[config.mk]
export PLATFORM = sky130hd
export DESIGN_NAME = arith_result_acc
export DESIGN_NICKNAME = d
export VERILOG_FILES = /design/src/rtl/arith_pkg.sv /design/src/rtl/acc_adder_sat.sv /design/src/rtl/arith_result_acc.sv
export SDC_FILE = /design/constraint.sdc
export NUM_CORES = 1
export LEC_CHECK = 0
export CAP_MARGIN = 20
export CORE_MARGIN = 4
export CORE_UTILIZATION = 47
export CTS_CLUSTER_SIZE = 16
export DETAILED_ROUTE_END_ITERATION = 16
export GPL_TIMING_DRIVEN = 0
export HOLD_SLACK_MARGIN = 0.05
export PLACE_DENSITY = 0.82
export SLEW_MARGIN = 40
export SYNTH_ARGS = -nofsm -noshare
export SYNTH_HDL_FRONTEND = slang
export SYNTH_SLANG_ARGS = --single-unit
export TNS_END_PERCENT = 30
[constraint.sdc]
create_clock -name clk -period 3.7 [get_ports clk]
set_clock_uncertainty 0.05 [all_clocks]
set_input_delay 0.74 -clock clk [delete_from_list [all_inputs] [get_ports clk]]
set_output_delay 0.74 -clock clk [all_outputs]
set_load 0.01 [all_outputs]
[src/rtl/arith_pkg.sv]
// Shared types and constants for the arithmetic result stage.
package arith_pkg;

  typedef enum logic [1:0] {
    IDLE   = 2'd0,
    ACCUM  = 2'd1,
    REPORT = 2'd2
  } acc_state_t;

  localparam logic OP_ADD = 1'b0;
  localparam logic OP_MUL = 1'b1;

  localparam int ACC_W_DEF = 8;

endpackage

[src/rtl/acc_adder_sat.sv]
// Accumulator adder with carry-out; optional clamp to all-ones when ACC_SATURATE_EN is defined.
module acc_adder_sat #(
  parameter int ACC_W = 8
) (
  input  logic [ACC_W-1:0] acc,
  input  logic [3:0]       operand,
  output logic [ACC_W-1:0] sum,
  output logic             carry
);

  logic [ACC_W:0] wide;

  assign wide  = {1'b0, acc} + {{(ACC_W-3){1'b0}}, operand};
  assign carry = wide[ACC_W];

`ifdef ACC_SATURATE_EN
  // Once at all-ones, any non-zero operand carries again, so the clamp holds.
  assign sum = carry ? {ACC_W{1'b1}} : wide[ACC_W-1:0];
`else
  assign sum = wide[ACC_W-1:0];
`endif

endmodule

[src/rtl/arith_result_acc.sv]
// Result stage: selects sum/product per handshake and accumulates it over three cycles.
// Build option: ACC_SATURATE_EN clamps the accumulator instead of wrapping.
module arith_result_acc
  import arith_pkg::*;
#(
  parameter int ACC_W = ACC_W_DEF
) (
  input  logic             clk,
  input  logic             rst,
  input  logic             in_valid,
  output logic             in_ready,
  input  logic             op_sel,
  input  logic [3:0]       add,
  input  logic [3:0]       multiply,
  input  logic             clear,
  output logic [3:0]       last_out,
  output logic [ACC_W-1:0] acc_out,
  output logic [3:0]       count,
  output logic             out_valid,
  output logic             overflow
);

  acc_state_t       state_reg;
  logic [3:0]       last_reg;
  logic [ACC_W-1:0] acc_reg;
  logic [3:0]       count_reg;
  logic             out_valid_reg;
  logic             overflow_reg;

  logic [ACC_W-1:0] sum_next;
  logic             carry_next;

  acc_adder_sat #(
    .ACC_W(ACC_W)
  ) u_adder (
    .acc    (acc_reg),
    .operand(last_reg),
    .sum    (sum_next),
    .carry  (carry_next)
  );

  assign in_ready = (state_reg == IDLE) && !clear && !rst;

  always_ff @(posedge clk) begin
    if (rst) begin
      state_reg     <= IDLE;
      last_reg      <= 4'd0;
      acc_reg       <= '0;
      count_reg     <= 4'd0;
      out_valid_reg <= 1'b0;
      overflow_reg  <= 1'b0;
    end else if (clear) begin
      // last result is deliberately kept across a clear
      state_reg     <= IDLE;
      acc_reg       <= '0;
      count_reg     <= 4'd0;
      out_valid_reg <= 1'b0;
      overflow_reg  <= 1'b0;
    end else begin
      case (state_reg)
        IDLE: begin
          out_valid_reg <= 1'b0;
          if (in_valid && in_ready) begin
            last_reg  <= (op_sel == OP_MUL) ? multiply : add;
            state_reg <= ACCUM;
          end
        end
        ACCUM: begin
          acc_reg       <= sum_next;
          count_reg     <= count_reg + 4'd1;
          overflow_reg  <= overflow_reg | carry_next;
          out_valid_reg <= 1'b1;
          state_reg     <= REPORT;
        end
        REPORT: begin
          out_valid_reg <= 1'b0;
          state_reg     <= IDLE;
        end
        default: begin
          out_valid_reg <= 1'b0;
          state_reg     <= IDLE;
        end
      endcase
    end
  end

  assign last_out  = last_reg;
  assign acc_out   = acc_reg;
  assign count     = count_reg;
  assign out_valid = out_valid_reg;
  assign overflow  = overflow_reg;

endmodule

==> metrics.md <==
| Metric | Value |
|---|---|
| Clock latency on the worst-skew pair | `0.30 ns` |
| DP Cell Count | `161` |
| Maximum number of pins on one net before global-route repair | `12` |
| CP required | `2.91 ns` |
| Kind of launch point of the worst setup path | `input port` |
| First-pass GRT wire length | `3.44 mm` |
| Antenna violations before repair | `0` |
| Share of synthesized area occupied by flip-flops and latches | `42.2%` |
| First drt pass iteration count | `2` |
| Floorplan core area | `0.00182 mm²` |
| Final cell count without fillers | `165` |
| Slack of the worst reg-to-reg path | `1.86 ns` |
| Die height | `52.9 µm` |
| Gr usage total | `17.0%` |
| Cell count after synthesis | `106` |
| Post-cts sizing count | `0` |
| Critical path cell sequence | `clkdlybuf4s50_1, or2_0, buf_2, clkbuf_1, nor3_1, clkdlybuf4s50_1` |
| GPL Wtd Cong | `0.730` |
| CP max stage delay | `0.56 ns` |
| Number of cells on the worst reg-to-reg path | `7` |
| WHS Endpoint | `overflow` |
| Initial drt markers | `4` |
| Most used cell, CP | `clkdlybuf4s50_1` |
| Worst Hold Class | `register to register` |
| Number of CTS-inserted buffers | `3` |
| Post-DP HPWL | `1.63 mm` |
| Slew of the pin with the lowest slew margin | `0.472 ns` |
| H-Tree Level Count | `1` |
| Cell with the largest stage delay on the worst path | `clkdlybuf4s50_1` |
| Clock tree root buffer cell | `clkbuf_4` |
| Maximum clock frequency | `288 MHz` |
| # rows | `15` |
| Final hold violation count | `0` |
| Flop and latch count out of synthesis | `20` |
| Reported max-cap violation count | `0` |
| Worst slew margin | `68.4%` |
| Number of clock sinks | `20` |
| Crit path setup slack, layout | `0.223 ns` |
| Clk slew on worst S/H paths | `0.11 ns` |
| Setup Total Neg Slack | `0 ns` |
| Number of synthesized flops with an enable pin | `0` |
| Detailed-route vias per instance | `5.22` |
| Status | `complete, no violations` |
| Arrival time at the worst endpoint | `2.69 ns` |
| Vias in the first global route | `831` |
| Die width | `52.9 µm` |
| Top-level port count | `32` |
| Via total after detailed routing | `862` |
| Synthesized area per cell | `8.95 µm²` |
| Hold Path Origin | `overflow` |
| Number of distinct library cell variants in the gate-level netlist after synthesis | `27` |
| Total power divided by cell area | `301 mW/mm²` |
| Relative area change from synthesis to final layout | `38.8%` |
| # DRC | `0` |
| Peak VDD IR | `249 µV` |
| Max-slew violation total from the final report | `0` |
| Count of cells along the worst hold path | `1` |
| Pre-CTS setup slack | `0.243 ns` |
| Clock tree from TritonCTS | `built` |
| Initial cell density of the core | `52.1%` |
| Final setup violating endpoints | `0` |
| Final Util | `72.3%` |
| Endpoint type of the worst setup path | `output pin` |
| Area of the die | `0.00280 mm²` |
| Detailed Route WL | `2.07 mm` |
| Number of buffers on the longest clock path | `2` |
| Number of buffer cells added on primary ports | `30` |
| Fraction of final layout cells with drive strength greater than 1 | `5.00%` |
| Final nets | `160` |
| Share of synthesized registers carrying an async set or reset | `0%` |
| Antenna violation net count after detailed routing | `0` |
| Startpoint-to-endpoint class of the critical path | `input port to output pin` |
| Crit-path max FO | `10` |
| R2R Path End | `acc_out[6]` |
| Unrepaired setup endpoints after global routing | `false` |
| Fin crit period | `3.48 ns` |
| Yosys synthesis warning count | `0` |
| Leakage component of the power | `0.493 nW` |
| Post-Synthesis Cell Area | `948 µm²` |
| Top FF cell, synth | `dfxtp_1` |
| Reg2Reg Launch Point | `last_out[0]` |
| Number of flip-flops under the largest register name | `8` |
| Fraction of the cycle the final worst path needs | `94.0%` |
| Routed length per placed instance | `12.5 µm` |
| Total Power | `0.000397 W` |
| Number of antenna diodes | `0` |
| Setup Buffers After CTS | `0` |
| Hold-fix buffers at CTS | `0` |
| Post-synthesis net count | `125` |
| Congestion Overflow GR | `0` |
==> routing by layer <==
metal	vias to the layer above	GRT usage (%)	routed length [µm]
li1	435	-	-
met1	398	17.9	860
met2	25	29.5	1020
met3	4	3.94	141
met4	0	11.5	48
met5	-	0	0
==> cell usage in the layout (no fill, tap or decap), types with 2 or more instances in the layout <==
cell type,count
clkdlybuf4s50_1,30
inv_1,6
nand3_1,2
nand4_1,2
nand2_1,10
clkbuf_1,2
nor2b_1,2
o21a_1,2
nor2_1,12
clkbuf_4,3
dfxtp_1,20
ha_1,5
a211oi_1,7
a21oi_1,7
buf_2,2
xor2_1,2
o21ai_0,5
or3_1,4
mux2i_1,6
==> worst max-delay path: cells and delay by family <==
kind / cells / cell delay (ns)
simple gates: 2 / 0.45
buf+inv: 4 / 1.49
==> kinds of logic (layout without fill, tap and decap cells) <==
| kind of cell | Yosys count | after routing | share of synthesized area, % |
|---|---|---|---|
| compound gates | 24 | 24 | 16.0 |
| xor+xnor | 3 | 3 | 2.77 |
| fa+ha+maj | 6 | 6 | 8.71 |
| buf+inv | 11 | 45 | 4.62 |
| flops | 20 | 20 | 42.2 |
| mux | 6 | 6 | 6.33 |
| simple gates | 36 | 36 | 19.4 |
==> layout make-up <==
type | count | area (µm²)
Fill cell | 153 | 504
Buffer | 5 | 21.3
Sequential cell | 20 | 400
Multi-Input combinational cell | 75 | 504
Tap cell | 25 | 31.3
Inverter | 6 | 22.5
Timing Repair Buffer | 30 | 300
Clock buffer | 4 | 36.3
==> cells in the mapped netlist, types with 2 or more instances <==
library cell	number	share of area, %
dfxtp_1	20	42
nor2_1	12	4.7
nand2_1	10	4.0
a211oi_1	7	5.5
a21oi_1	7	3.7
inv_1	6	2.4
mux2i_1	6	6.3
ha_1	5	6.6
o21ai_0	5	2.6
or3_1	4	2.6
buf_2	2	1.1
clkbuf_1	2	0.79
nand3_1	2	1.1
nand4_1	2	1.3
nor2b_1	2	1.3
o21a_1	2	1.6
xor2_1	2	1.8
==> power by group <==
group / switching [W] / leakage, nW / total, W / internal [W]
logic: 0.0000200 / 0.310 / 0.0000464 / 0.0000264
clock network: 0.0000677 / 0.0210 / 0.000128 / 0.0000601
registers: 0.00000363 / 0.162 / 0.000223 / 0.000219
total: 0.0000913 / 0.493 / 0.000397 / 0.000305
==> how the worst max path moves through the flow <==
| stage | from | end | slack [ns] | cells after the start |
|---|---|---|---|---|
| final | rst | in_ready | 0.22 | 6 |
| after global routing | rst | in_ready | 0.08 | 6 |
| after CTS | rst | in_ready | 0.23 | 6 |
| after detailed placement | rst | in_ready | 0.24 | 6 |
| after global placement | rst | in_ready | 0.22 | 6 |
| after floorplan | clear | in_ready | 1.37 | 4 |
==> through the flow <==
stage | cell area (µm²) | hold WS (ns)
global placement | 1280 | 0.400
global route | 1320 | 0.458
CTS | 1320 | 0.437
finish | 1320 | 0.429
detailed placement | 1280 | 0.409
floorplan | 948 | 0.442
(Power assumes the default switching activity.)
==> RTL edit: new RTL, same settings <==
The 3 states of `acc_state_t` get a one-hot encoding in 3 bits.
--- a/src/rtl/arith_pkg.sv
+++ b/src/rtl/arith_pkg.sv
@@ -1,10 +1,10 @@
 // Shared types and constants for the arithmetic result stage.
 package arith_pkg;
 
-  typedef enum logic [1:0] {
-    IDLE   = 2'd0,
-    ACCUM  = 2'd1,
-    REPORT = 2'd2
+  typedef enum logic [2:0] {
+    IDLE   = 3'b001,
+    ACCUM  = 3'b010,
+    REPORT = 3'b100
   } acc_state_t;
 
   localparam logic OP_ADD = 1'b0;
Formal check against the unedited RTL: same outputs for any inputs over 10 cycles, from zero or initial values and one cycle with rst high; not proved beyond that.
==> RTL edit against the original RTL <==
  * Synthesized area is 4.5% higher
  * Sequential cell count increased by 1
  * Register-to-register slack worse by 80 ps
  * Final cell count down 0.61%
  * Total power is 4.2% lower
  * Worst setup slack improved by 290 ps
  * Design area grew 2.7%
  * Non-clock buffer count decreased by 1
  * Routed wire length is 3.5% higher
  * Sequential power rose by 4%
==> RTL edit: results (changes against the original RTL) <==
* Hold Path Sink: overflow$_SDFFE_PP0N_ (was overflow$_SDFFE_PP0P_)
* Post-CTS Setup Bufs at 0 (unchanged)
* N_diodes at 0 (unchanged)
* Reg2Reg Depth at 7 (unchanged)
* Max reg flops at 8 (unchanged)
* Antenna violations before repair at 0 (unchanged)
* Worst hold stages at 1 (unchanged)
* Dpl ws at 515 ps (was 243 ps)
* Peak supply drop at 0.245 mV (was 0.249 mV)
* Total GRT Usage at 16.9% (was 17.0%)
* Clk root buf: clkbuf_4 (unchanged)
* Vias in the first global route at 863 (was 831)
* WL/cell at 13.0 microns (was 12.5 microns)
* Largest net degree at the start of global routing at 12 (unchanged)
* Hold_sp: overflow$_SDFFE_PP0N_ (was overflow$_SDFFE_PP0P_)
* Vias per inst at 5.24 (was 5.22)
* Register area share after synthesis at 42.4% (was 42.2%)
* PortBufs at 30 (unchanged)
* RR Startpoint: last_out[0]$_SDFFE_PP0P_ (unchanged)
* 1st-iter DRT viols at 6 (was 4)
* Pleak at 0.524 nW (was 0.493 nW)
* Crit path DAT at 2400 ps (was 2690 ps)
* Worst skew pair latency at 300 ps (about the same)
* Synth warn at 0 (unchanged)
* Post-CTS sizing at 0 (unchanged)
* Routability cong. at 0.787 (was 0.730)
* Net Count, Synth at 122 (was 125)
* Min-Delay Path Class: reg -> reg (unchanged)
* Clk pin slew, worst setup/hold paths at 110 ps (about the same)
* Placed Cells at 160 (was 161)
* Top_reg_cell synth: dfxtp_1 (unchanged)
* Synth top cells by count: 21 x dfxtp_1, 15 x nor2_1, 9 x mux2i_1 (was 20 x dfxtp_1, 12 x nor2_1, 10 x nand2_1)
* CP startpoint: rst (unchanged)
* Fin. Hold Viols at 0 (unchanged)
* Status: finished, final reports clean (unchanged)
* Tcrit/Tclk final at 86.1% (was 94.0%)
* Fill cell count at 154 (was 153)
* First-pass DRT Iterations at 4 (was 2)
* Critical path fanouts, max at 9 (was 10)
* Total Wirelength at 2.14 mm (was 2.07 mm)
* Slew @ Worst Pin at 446 ps (was 472 ps)
* Post-synth ARST share at 0% (unchanged)
* DP HPWL at 1.75 mm (was 1.63 mm)
* Top cells by area, synth: dfxtp_1 42%, mux2i_1 9.1%, ha_1 6.3%, nor2_1 5.7%, a211oi_1 5.3% (was dfxtp_1 42%, ha_1 6.6%, mux2i_1 6.3%, a211oi_1 5.5%, nor2_1 4.7%)
* Syn_area_per_cell at 9.62 sq um (was 8.95 sq um)
* CTS buffer count at 3 (unchanged)
* Netlist cell types at 34 (was 27)
* Layout cells sized above 1 at 8.03% (was 5.00%)
* Reg-to-reg setup timing slack at 1780 ps (was 1860 ps)
* Reg2reg end: acc_out[6]$_SDFFE_PP0N_ (was acc_out[6]$_SDFFE_PP0P_)
* CTS max path bufs at 2 (unchanged)
* First-pass GRT wire length at 3.54 mm (was 3.44 mm)
* CTS HTree Levels at 1 (unchanged)
RTL edit: cell types whose count changed in the layout (fill, tap and decap cells not counted), sizes merged, moves of 2 or more:
cell / delta
o21a: -2
or3: -2
nor2: +4
a21oi: -6
and4: +2
nand2: -3
mux2i: +3
RTL edit: metrics by stage:
stage / utilization, % / hold WS [ps] / area (sq um) / total power (W)
global route: 68.2 / 447 / 1350 / 0.000396
floorplan: - / 442 / 991 / 0.000256
global placement: 66.9 / 409 / 1330 / 0.000278
CTS: 68.2 / 437 / 1350 / 0.000383
finish: 68.2 / 433 / 1350 / 0.000380
detailed placement: 66.9 / 410 / 1330 / 0.000279
RTL edit: worst max-delay path by stage:
stage | end | depth (start not counted)
final | in_ready | 4
after global placement | in_ready | 4
after detailed placement | in_ready | 4
after floorplan | in_ready | 2
after global routing | in_ready | 4
after CTS | in_ready | 4
RTL edit: cell families (layout without fill, tap and decap cells):
| logic type | count (synthesis) | in the layout | share of synthesized area (%) |
|---|---|---|---|
| AO/OA/AOI/OAI | 18 | 18 | 13.3 |
| XOR/XNOR | 4 | 4 | 3.54 |
| adder cells (fa/ha/maj) | 6 | 6 | 8.33 |
| buffers and inverters | 10 | 44 | 4.92 |
| flip-flops | 21 | 21 | 42.4 |
| multiplexers | 10 | 10 | 10.2 |
| AND/OR/NAND/NOR | 34 | 34 | 17.3 |
RTL edit: power by group:
part	internal (W)	leakage, nW	switching [W]
registers	0.000229	0.170	0.00000296
clock network	0.0000420	0.0150	0.0000638
logic	0.0000248	0.339	0.0000171
total	0.000296	0.524	0.0000839
RTL edit: layer usage:
metal | routed length (microns) | global-route usage [%] | up-vias
met1 | 887 | 17.5 | 402
met4 | 10 | 5.11 | 0
met2 | 1100 | 32.3 | 24
met3 | 143 | 4.99 | 2
li1 | - | - | 432
met5 | 0 | 0 | -
RTL edit: worst max-delay path, stage by stage:
cell             delay (ps)
clkdlybuf4s50_1         550
nor2_2                  340
and3_2                  240
clkdlybuf4s50_1         530
RTL edit: cell type report:
cell class | count | share of cell area [%]
timing repair buffer | 30 | 22.2
multi-input combinational | 72 | 38.6
buffer | 4 | 1.94
clock buffer | 4 | 1.94
tap | 27 | 2.50
sequential | 21 | 31.1
inverter | 6 | 1.67
